`config.mk`:
```
export PLATFORM = sky130hd
export DESIGN_NAME = qam_demapper_scheduler_flat
export DESIGN_NICKNAME = d
export VERILOG_FILES = /design/src/rtl/qam_demapper_scheduler_if.sv /design/src/rtl/qam_demapper_scheduler.sv /design/src/flat_wrapper.sv
export SDC_FILE = /design/constraint.sdc
export NUM_CORES = 1
export LEC_CHECK = 0
export CAP_MARGIN = 20
export CELL_PAD_IN_SITES_DETAIL_PLACEMENT = 0
export CELL_PAD_IN_SITES_GLOBAL_PLACEMENT = 1
export CORE_MARGIN = 1.5
export CORE_UTILIZATION = 34
export DETAILED_ROUTE_END_ITERATION = 6
export GPL_TIMING_DRIVEN = 0
export PLACE_DENSITY_LB_ADDON = 0.1
export SYNTH_ARGS = -nofsm -noshare
export SYNTH_HDL_FRONTEND = slang
export SYNTH_SLANG_ARGS = --single-unit
```
`constraint.sdc`:
```
create_clock -name dclk -period 4.4 [get_ports dclk]
set_input_delay 0.88 -clock dclk [delete_from_list [all_inputs] [get_ports dclk]]
set_output_delay 0.88 -clock dclk [all_outputs]
set_load 0.01 [all_outputs]
```
`src/rtl/qam_demapper_scheduler_if.sv`:
```
// Scheduler <-> FIFO/demapper signal bundle for the two-channel QAM demapper scheduler.
interface qam_demapper_scheduler_if #(
    parameter int unsigned CNT_W = 4
);
    logic             enable;
    logic             rdempty0;
    logic             rdempty1;
    logic             wfull;
    logic             rd_en0;
    logic             rd_en1;
    logic             sel;
    logic             sym_valid;
    logic             available;
    logic             complete;
    logic [CNT_W-1:0] burst_cnt;
    logic [1:0]       state;

    // Scheduler side
    modport master (
        input  enable, rdempty0, rdempty1, wfull,
        output rd_en0, rd_en1, sel, sym_valid, available, complete, burst_cnt, state
    );

    // Controller / FIFO side
    modport slave (
        output enable, rdempty0, rdempty1, wfull,
        input  rd_en0, rd_en1, sel, sym_valid, available, complete, burst_cnt, state
    );
endinterface

```
`src/rtl/qam_demapper_scheduler.sv`:
```
// Round-robin burst scheduler sharing one QAM demapper between two symbol FIFOs.
// Grants a channel, reads up to BURST symbols, then waits PIPE_LAT+1 cycles for
// the demapper pipeline to drain before the next grant.
module qam_demapper_scheduler #(
    parameter int unsigned BURST    = 8,
    parameter int unsigned PIPE_LAT = 3,
    parameter int unsigned CNT_W    = 4
) (
    input  logic                      dclk,
    input  logic                      reset,
    qam_demapper_scheduler_if.master  bus
);
    localparam int unsigned DRN_W = (PIPE_LAT > 0) ? $clog2(PIPE_LAT + 1) : 1;

    typedef enum logic [1:0] {
        S_IDLE  = 2'b00,
        S_GRANT = 2'b01,
        S_BURST = 2'b10,
        S_DRAIN = 2'b11
    } state_e;

    state_e             state_q, state_d;
    logic               sel_q, sel_d;
    logic               last_q, last_d;
    logic [CNT_W-1:0]   burst_cnt_q, burst_cnt_d;
    logic [DRN_W-1:0]   drain_cnt_q, drain_cnt_d;
    logic               complete_q, complete_d;
    logic               sym_valid_q, sym_valid_d;

    logic               sel_empty;
    logic               grant_ok;
    logic               rd_go;
    logic [CNT_W-1:0]   cnt_inc;

    // Next-state, counters and read strobe decode
    always_comb begin
        state_d     = state_q;
        sel_d       = sel_q;
        last_d      = last_q;
        burst_cnt_d = burst_cnt_q;
        drain_cnt_d = drain_cnt_q;

        sel_empty = sel_q ? bus.rdempty1 : bus.rdempty0;
        grant_ok  = bus.enable && !bus.wfull && (!bus.rdempty0 || !bus.rdempty1);
        rd_go     = (state_q == S_BURST) && !sel_empty && !bus.wfull
                    && (burst_cnt_q < CNT_W'(BURST)) && !reset;
        cnt_inc   = burst_cnt_q + CNT_W'(1);

        case (state_q)
            S_IDLE: begin
                if (grant_ok) begin
                    state_d     = S_GRANT;
                    // Single non-empty channel wins; a tie goes to the channel not served last.
                    sel_d       = (bus.rdempty0 || bus.rdempty1) ? bus.rdempty0 : !last_q;
                    burst_cnt_d = '0;
                end
            end
            S_GRANT: begin
                state_d = S_BURST;
            end
            S_BURST: begin
                if (rd_go) begin
                    burst_cnt_d = cnt_inc;
                end
                if ((rd_go && (cnt_inc == CNT_W'(BURST))) || (sel_empty && !rd_go)) begin
                    state_d     = S_DRAIN;
                    drain_cnt_d = '0;
                end
            end
            S_DRAIN: begin
                if (drain_cnt_q == DRN_W'(PIPE_LAT)) begin
                    state_d     = S_IDLE;
                    last_d      = sel_q;
                    drain_cnt_d = '0;
                end else begin
                    drain_cnt_d = drain_cnt_q + DRN_W'(1);
                end
            end
            default: begin
                state_d = S_IDLE;
            end
        endcase

        complete_d  = (state_d == S_DRAIN) && (drain_cnt_d == DRN_W'(PIPE_LAT));
        sym_valid_d = rd_go;
    end

    // State and output registers with synchronous reset
    always_ff @(posedge dclk) begin
        if (reset) begin
            state_q     <= S_IDLE;
            sel_q       <= 1'b0;
            last_q      <= 1'b1;
            burst_cnt_q <= '0;
            drain_cnt_q <= '0;
            complete_q  <= 1'b0;
            sym_valid_q <= 1'b0;
        end else begin
            state_q     <= state_d;
            sel_q       <= sel_d;
            last_q      <= last_d;
            burst_cnt_q <= burst_cnt_d;
            drain_cnt_q <= drain_cnt_d;
            complete_q  <= complete_d;
            sym_valid_q <= sym_valid_d;
        end
    end

    assign bus.rd_en0    = rd_go && !sel_q;
    assign bus.rd_en1    = rd_go && sel_q;
    assign bus.available = (state_q == S_IDLE) && grant_ok && !reset;
    assign bus.sel       = sel_q;
    assign bus.sym_valid = sym_valid_q;
    assign bus.complete  = complete_q;
    assign bus.burst_cnt = burst_cnt_q;
    assign bus.state     = 2'(state_q);

endmodule

```
`src/flat_wrapper.sv`:
```
// flat-port wrapper written by rule: the top's interface ports become plain ports
module qam_demapper_scheduler_flat 
#(
    parameter int unsigned BURST    = 8,
    parameter int unsigned PIPE_LAT = 3,
    parameter int unsigned CNT_W    = 4
)
  (dclk, reset, bus_enable, bus_rdempty0, bus_rdempty1, bus_wfull, bus_rd_en0, bus_rd_en1, bus_sel, bus_sym_valid, bus_available, bus_complete, bus_burst_cnt, bus_state);
  qam_demapper_scheduler_if #(.CNT_W(CNT_W)) bus_i ();
  input  logic dclk;
  input  logic reset;
  input wire logic [$bits(bus_i.enable)-1:0] bus_enable;
  input wire logic [$bits(bus_i.rdempty0)-1:0] bus_rdempty0;
  input wire logic [$bits(bus_i.rdempty1)-1:0] bus_rdempty1;
  input wire logic [$bits(bus_i.wfull)-1:0] bus_wfull;
  output wire logic [$bits(bus_i.rd_en0)-1:0] bus_rd_en0;
  output wire logic [$bits(bus_i.rd_en1)-1:0] bus_rd_en1;
  output wire logic [$bits(bus_i.sel)-1:0] bus_sel;
  output wire logic [$bits(bus_i.sym_valid)-1:0] bus_sym_valid;
  output wire logic [$bits(bus_i.available)-1:0] bus_available;
  output wire logic [$bits(bus_i.complete)-1:0] bus_complete;
  output wire logic [$bits(bus_i.burst_cnt)-1:0] bus_burst_cnt;
  output wire logic [$bits(bus_i.state)-1:0] bus_state;
  assign bus_i.enable = bus_enable;
  assign bus_i.rdempty0 = bus_rdempty0;
  assign bus_i.rdempty1 = bus_rdempty1;
  assign bus_i.wfull = bus_wfull;
  assign bus_rd_en0 = bus_i.rd_en0;
  assign bus_rd_en1 = bus_i.rd_en1;
  assign bus_sel = bus_i.sel;
  assign bus_sym_valid = bus_i.sym_valid;
  assign bus_available = bus_i.available;
  assign bus_complete = bus_i.complete;
  assign bus_burst_cnt = bus_i.burst_cnt;
  assign bus_state = bus_i.state;
  qam_demapper_scheduler #(.BURST(BURST), .PIPE_LAT(PIPE_LAT), .CNT_W(CNT_W)) u_core (.dclk(dclk), .reset(reset), .bus(bus_i));
endmodule
```
Yosys cells after proc, flatten, opt, wreduce, memory -nomap -nowiden
Cells that the tools add are included.
{ "word_totals": {"mem_bits_rw": 0, "register_bits": 12, "memories": 0, "in_bits": 6, "rom_bits": 0, "wordCells": 60, "latchBits": 0} }
{ "op_classes": {"n_eq_ne": 9, "shift": 0, "addsub": 2, "n_mux": 12, "reduce_logical": 29, "div": 0, "n_lt_le_gt_ge": 1, "multipliers": 0, "bitwise_logic": 0} }
{ "op_table": {"columns": ["operator", "n"], "rows": [
  ["$logic_and A1 B1 Y1", 13],
  ["$eq A2 B2 Y1 const B", 5],
  ["$mux W2", 5],
  ["$logic_not A1 Y1", 8],
  ["$mux W4", 2],
  ["$pmux W2 S4", 1],
  ["$pmux W4 S2", 1],
  ["$add A4 B1 Y4 const B", 1],
  ["$eq A4 B4 Y1 const B", 1],
  ["$lt A4 B4 Y1 const B", 1],
  ["$ne A2 B1 Y1 const B", 2],
  ["$pmux W2 S2", 1],
  ["$reduce_and A2 Y1", 2],
  ["$logic_or A1 B1 Y1", 3],
  ["$reduce_and A3 Y1", 1],
  ["$add A2 B1 Y2 const B", 1],
  ["$eq A2 B1 Y1 const B", 1],
  ["$logic_not A2 Y1", 1],
  ["$mux W1", 2],
  ["$reduce_bool A2 Y1", 1]
]} }

Depth between registers and ports, before layout
Gate-level depths: netlist of the first run.
{ "logic_depth": {"depth_word": 13, "mapped_depth": 6} }

Worst setup path before layout of the first run
OpenSTA, ideal clock, no wires.
{ "synth_path": {"path_type": "input port to output port", "from": "input bus_wfull", "to": "output bus_available", "t_arrival_ns": 1.626, "path_stages": 3, "setup_slack_ns": 1.894, "path_cell_list": "nor4b_1 -> nand2_1 -> nor2_1"} }
{ "synth_via": {"elab_chain_len": 5} }
{ "synth_rtl": {"columns": ["element", "line", "rtl"], "rows": [
  ["from (decl)", "flat_wrapper.sv:15", "input wire logic [$bits(bus_i.wfull)-1:0] bus_wfull;"],
  ["$logic_not A1 Y1", "qam_demapper_scheduler.sv:44", "grant_ok = bus.enable && !bus.wfull && (!bus.rdempty0 || !bus.rdempty1);"],
  ["$logic_and A1 B1 Y1 (2 in series)", "qam_demapper_scheduler.sv:44", null],
  ["$logic_and A1 B1 Y1 (2 in series)", "qam_demapper_scheduler.sv:111", "assign bus.available = (state_q == S_IDLE) && grant_ok && !reset;"],
  ["to (decl)", "flat_wrapper.sv:20", "output wire logic [$bits(bus_i.available)-1:0] bus_available;"]
]} }
No other way between the ends.

Worst setup path in the final report of the first run
Same ends and word-level chain as after synthesis.

==> results.ini, run 1 <==
[sta]
final_period_minus_worst_setup_slack_ns = 3.584
postLayoutSetupSlackWorst_ns = 0.8158
fin_crit_sh_pct = 81.46
fin_tns_setup_ns = 0
relative_slew_slack_pct = 64.61
rsz0062_at_grt = false
worstMarginPinSlew_ns = 0.5235
final-setup-viol-count = 0
worst_clock_skew_ns = 0.0003656
slew_viol_final = 0
clock.fmax_ghz = 0.2790
finalHoldViolCount = 0

[place]
post-place-ws_ns = 0.7880
post-dp-hpwl_um = 1005
port-buffer-count = 17
globalplace.congestion = 0.7694
place.detailed.instances = 105

[worst_hold_path]
cell_depth_of_the_worst_min_delay_path = 2
holdCritPathClass = flip-flop to flip-flop

[yosys]
synth_nets = 80
yosys.area.top_type = dfxtp_1
ys_seq_area_share_pct = 40.25
syn_avg_cell_area_um2 = 8.289
syn_area_um2 = 596.8
syn_inst = 72
ys_ff_latch = 12
synth.top_cell.area_share_pct = 40.25
synthesis.yosys.warnings = 0
synth.area.top_cells = dfxtp_1 40%, nand3_1 5.9%, a21oi_1 5.0%
ys_types = 29

[die]
fp.dieArea_um2 = 2016
core_um2 = 1577
design.portCount = 18
die_width_um = 44.90
height_of_the_die_um = 44.90
floorplan.initialDensity_pct = 37.86
rows = 14

[clock_network]
cts_tree = yes
cts_sinks = 12
h-tree-depth = 1
ctsHoldBuffers = 0
clk_transition_reported_paths_ns = 0.07
clk_path_buf_depth = 2
worst_skew_late_latency_ns = 0.27
post_cts.resized_instances = 0
cts.root.buffer_cell = clkbuf_4
cts_inserted_buffers = 3
postCtsSetupRepairBufs = 0

[global_routing]
antenna_found_initial = 0
grt_start_max_net_pins = 11
grt_first_pass_wirelength_um = 2270
gr-total-overflow = 0
grt_pass1_vias = 510
grtUsageTotal_pct = 15.52

[final_layout]
nFillCells = 165
multi_input_comb_area_um2 = 321.6
final_nets = 102
layout.cells.non_filler = 108
syn2layout_area_growth_pct = 35.64
antenna-diode-count = 0
drive_gt1_share_pct = 6.522
register_area_um2 = 240.2
finish.utilization_pct = 51.35

[setup_path]
crit_fanout = 5
critPathKind = input pin to output pin
critical_path_required_time_ns = 3.52
critical_path_arrival_ns = 2.70
end_kind = output pin
cp-startpoint = bus_wfull
critical_path.startpoint_type = input pin
r2r_path_end = u_core.bus.complete$_SDFF_PP0_
timing.reg2reg.setup_slack_ns = 2.51
rr_startpoint = u_core.bus.burst_cnt[0]$_SDFFE_PP0P_
setup.worst_path.end = bus_available
reg2reg_depth = 5

[drt]
num_vias = 596
post_detailed_route_via_to_cell_ratio = 5.519
postRouteWirelength_um = 1356
first_iter_violations = 10
wl_per_cell_um = 12.56
route.antenna.remaining_nets = 0
drc = 0
first_pass_iters = 4

[power_and_ir_drop]
ir_worst_vdd_uv = 126.0
cellLeakagePower_uw = 0.0003212
power_density_relative_to_cell_area_nw_per_um2 = 257.3

[flow_run]
drv_cap = 0

[outcome]
result_of_the_run = completed

metrics by stage:
| step | cell area, um2 | power, uW | hold slack [ns] |
|---|---|---|---|
| floorplan | 596.8 | 129.9 | 0.4491 |
| global placement | 787.0 | 143.5 | 0.4751 |
| detailed placement | 787.0 | 143.3 | 0.4714 |
| CTS | 809.5 | 212.4 | 0.4919 |
| global route | 809.5 | 221.2 | 0.5364 |
| finish | 809.5 | 208.3 | 0.5095 |
where the power goes:
part | internal (uW) | total (uW) | switching [uW]
sequential | 110 | 112 | 1.58
clock | 31.6 | 67.5 | 35.9
combinational | 14.3 | 28.8 | 14.5
total | 156 | 208 | 51.9
Yosys cell counts:
cell type	n
dfxtp_1	12
nand3_1	7
nor2_1	7
a21oi_1	6
nand2_1	5
inv_1	4
o21ai_0	4
nand2b_1	3
buf_4	2
ha_1	2
mux2i_1	2
a211o_1	1
a21o_1	1
a22oi_1	1
a2bb2oi_1	1
a31oi_1	1
and2_1	1
and3b_1	1
buf_2	1
nand4_1	1
nor2b_1	1
nor3_1	1
nor3b_1	1
nor4_1	1
nor4b_1	1
o211a_1	1
o211ai_1	1
o22ai_1	1
or4b_1	1
metal layers:
layer	share of wire [%]	vias to the layer above	track usage, %
li1	-	300	-
met1	53	282	21.23
met2	42	12	22.61
met3	3.9	2	3.600
met4	1.1	0	8.235
met5	0	-	0
registers in the layout, indices dropped and copies added (netlist names):
name,flops
u_core.bus.sel,1
u_core.bus.complete,1
u_core.drain_cnt_q,2
u_core.bus.state,2
u_core.bus.burst_cnt,4
u_core.bus.sym_valid,1
u_core.last_q,1
worst min path at each step:
| stage | startpoint | to | slack, ns |
|---|---|---|---|
| 2_1_floorplan | u_core.last_q$_SDFFE_PP1P_ | u_core.last_q$_SDFFE_PP1P_ | 0.45 |
| 3_3_place_gp | u_core.last_q$_SDFFE_PP1P_ | u_core.last_q$_SDFFE_PP1P_ | 0.48 |
| 3_5_place_dp | u_core.last_q$_SDFFE_PP1P_ | u_core.last_q$_SDFFE_PP1P_ | 0.47 |
| 4_1_cts | u_core.last_q$_SDFFE_PP1P_ | u_core.last_q$_SDFFE_PP1P_ | 0.49 |
| 5_1_grt | u_core.last_q$_SDFFE_PP1P_ | u_core.last_q$_SDFFE_PP1P_ | 0.54 |
| 6_report | u_core.drain_cnt_q[1]$_SDFF_PP0_ | u_core.drain_cnt_q[1]$_SDFF_PP0_ | 0.51 |
critical path: stages:
cell and delay, ns:
clkdlybuf4s50_1 0.44, nor4b_1 0.48, nand2_1 0.23, nor2_1 0.14
clkdlybuf4s50_1 0.54
cells by family (layout without fill, tap and decap cells):
| group | after synthesis | count (layout) | share of synthesized area (%) |
|---|---|---|---|
| and+or+nand+nor | 31 | 31 | 27.47 |
| DFF | 12 | 12 | 40.25 |
| adders and majority gates | 2 | 2 | 4.192 |
| AOI/OAI and AO/OA | 18 | 18 | 18.87 |
| muxes | 2 | 2 | 3.354 |
| buffers and inverters | 7 | 27 | 5.868 |
final cells by class:
type / count / area share (%)
Buffer: 3 / 2.473
Clock buffer: 3 / 2.782
Inverter: 4 / 1.855
Multi-Input combinational cell: 53 / 39.72
Sequential cell: 12 / 29.68
Tap cell: 16 / 2.473
Timing Repair Buffer: 17 / 21.02
layout by cell type, fill, tap and decap left out, types with 2 or more instances in the layout:
cell and instances:
nand2_1 5, buf_4 2, clkdlybuf4s50_1 17, o21ai_0 4, nor2_1 7, dfxtp_1 12
ha_1 2, clkbuf_4 3, a21oi_1 6, nand2b_1 3, nand3_1 7, mux2i_1 2
inv_1 4
No activity file was read; power rests on OpenSTA's default activity.
==> inputs of run 2 (changes only) <==
- CORE_UTILIZATION: 34 -> 28
- clock period: 4.4 -> 3 ns (I/O delays scaled with it)
==> run 2 against run 1 <==
Worst setup slack worse by 0.72 ns. Critical path depth is the same. Utilization is 8.4 points lower. Flip-flop and latch count did not move. Critical path type unchanged.
==> results.ini, run 2 (synthesis results as in run 1) <==
[setup_path]
crit_fanout = 5
critical_path_required_time_ns = 2.40
timing.reg2reg.setup_slack_ns = 1.15
r2r_path_end = u_core.bus.complete$_SDFF_PP0_
critPathKind = input pin to output pin
end_kind = output pin
reg2reg_depth = 5
critical_path.startpoint_type = input pin
critical_path_arrival_ns = 2.31
rr_startpoint = u_core.bus.burst_cnt[0]$_SDFFE_PP0P_

[place]
globalplace.congestion = 0.7286
place.detailed.instances = 116
post-dp-hpwl_um = 1052
port-buffer-count = 17
post_dp_cell_area_um2 = 800.8

[sta]
finalHoldViolCount = 0
final-setup-viol-count = 0
final_period_minus_worst_setup_slack_ns = 2.909
slew_viol_final = 0
worstMarginPinSlew_ns = 0.3328
worst_clock_skew_ns = 0.003848
clock.fmax_ghz = 0.3438
rsz0062_at_grt = true
fin_crit_sh_pct = 96.97
relative_slew_slack_pct = 77.76

[drt]
route.antenna.remaining_nets = 0
num_vias = 586
post_detailed_route_via_to_cell_ratio = 4.883
wl_per_cell_um = 11.83
first_pass_iters = 4
drc = 0
postRouteWirelength_um = 1419
first_iter_violations = 5

[clock_network]
clk_path_buf_depth = 2
cts_inserted_buffers = 3
worst_skew_late_latency_ns = 0.27
clk_transition_reported_paths_ns = 0.08
h-tree-depth = 1
postCtsSetupRepairBufs = 0
cts.root.buffer_cell = clkbuf_4
cts_tree = yes
cts_sinks = 12

[final_layout]
syn2layout_area_growth_pct = 42.77
most_frequent_cells_in_the_layout = 17 x clkdlybuf4s50_1, 12 x dfxtp_1, 7 x nor2_1
nFillCells = 210
design_area_um2 = 852.1
layout_commonest_cell = clkdlybuf4s50_1
layout.cells.non_filler = 120
final_nets = 102
drive_gt1_share_pct = 11.83
largest_register_ffs = 4
antenna-diode-count = 0

[global_routing]
grt_start_max_net_pins = 11
grt_first_pass_wirelength_um = 2366
grtUsageTotal_pct = 12.88
antenna_found_initial = 0
grt_pass1_vias = 533
gr-total-overflow = 0

[power_and_ir_drop]
p_total_uw = 339.9
power_density_relative_to_cell_area_nw_per_um2 = 398.9
cellLeakagePower_uw = 0.0003302
ir_worst_vdd_uv = 206.3

[die]
die_width_um = 49.17
rows = 16
fp.dieArea_um2 = 2418
floorplan.initialDensity_pct = 30.11
design.portCount = 18
core_um2 = 1982
height_of_the_die_um = 49.17

[worst_hold_path]
worst_hold_startpoint = u_core.drain_cnt_q[1]$_SDFF_PP0_
holdCritPathClass = flip-flop to flip-flop
cell_depth_of_the_worst_min_delay_path = 2
min_to = u_core.drain_cnt_q[1]$_SDFF_PP0_

[outcome]
result_of_the_run = completed

[flow_run]
drv_cap = 0

[run 2: timing repair]
action,4_1_cts,5_1_grt
gates resized for setup,1,3
setup endpoints to repair,1,3
endpoints found under the hold margin,0,0
hold buffers,0,0
[run 2: worst max-delay path, cell delays in order]
cell	delay, ns
clkdlybuf4s50_1	0.47
nor4b_2	0.35
nand2_1	0.21
nor2_1	0.13
clkdlybuf4s50_1	0.55
[run 2: worst max path at each step]
stage,start,end,slack (ns),cells after the start
2_1_floorplan,bus_wfull,bus_available,1.05,3
5_1_grt,bus_wfull,bus_available,-0.03,5
3_3_place_gp,bus_wfull,bus_available,-0.14,5
3_5_place_dp,bus_wfull,bus_available,-0.12,5
4_1_cts,bus_rdempty1,bus_rd_en1,0.005,6
6_report,bus_wfull,bus_available,0.09,5
[run 2: per-stage QoR]
stage / hold WS (ns) / setup WS, ns / utilization (%) / TNS (ns)
4_1_cts: 0.5112 / 0.004517 / 42.55 / 0
3_5_place_dp: 0.4789 / -0.1245 / 40.40 / -0.1245
3_3_place_gp: 0.4741 / -0.1407 / 40.40 / -0.1885
5_1_grt: 0.5484 / -0.02851 / 42.99 / -0.02851
6_report: 0.5136 / 0.09099 / 42.99 / 0
2_1_floorplan: 0.4491 / 1.054 / - / 0
[run 2: area by class of cell]
cell class / count / area [um2] / share of cell area (%)
Clock buffer: 4 / 36.28 / 4.258
Sequential cell: 12 / 240.2 / 28.19
Inverter: 4 / 15.01 / 1.762
Tap cell: 27 / 33.78 / 3.965
Buffer: 3 / 20.02 / 2.349
Multi-Input combinational cell: 53 / 336.6 / 39.50
Timing Repair Buffer: 17 / 170.2 / 19.97
[run 2: routing by layer]
layer / up-vias / track usage, % / share of wire (%)
li1: 303 / - / -
met1: 270 / 17.14 / 52
met2: 11 / 18.69 / 43
met3: 2 / 3.374 / 3.5
met4: 0 / 7.143 / 0.99
met5: - / 0 / 0
[run 2: where the power goes]
group | switching, uW | internal (uW)
Sequential | 2.44 | 162
Clock | 57.4 | 73.7
Combinational | 22.3 | 22.0
==> inputs of run 3 (changes only) <==
- ABC_AREA: not set -> 0
==> results of run 3 <==
The final DEF is identical to that of run 2; final timing and power are the same.
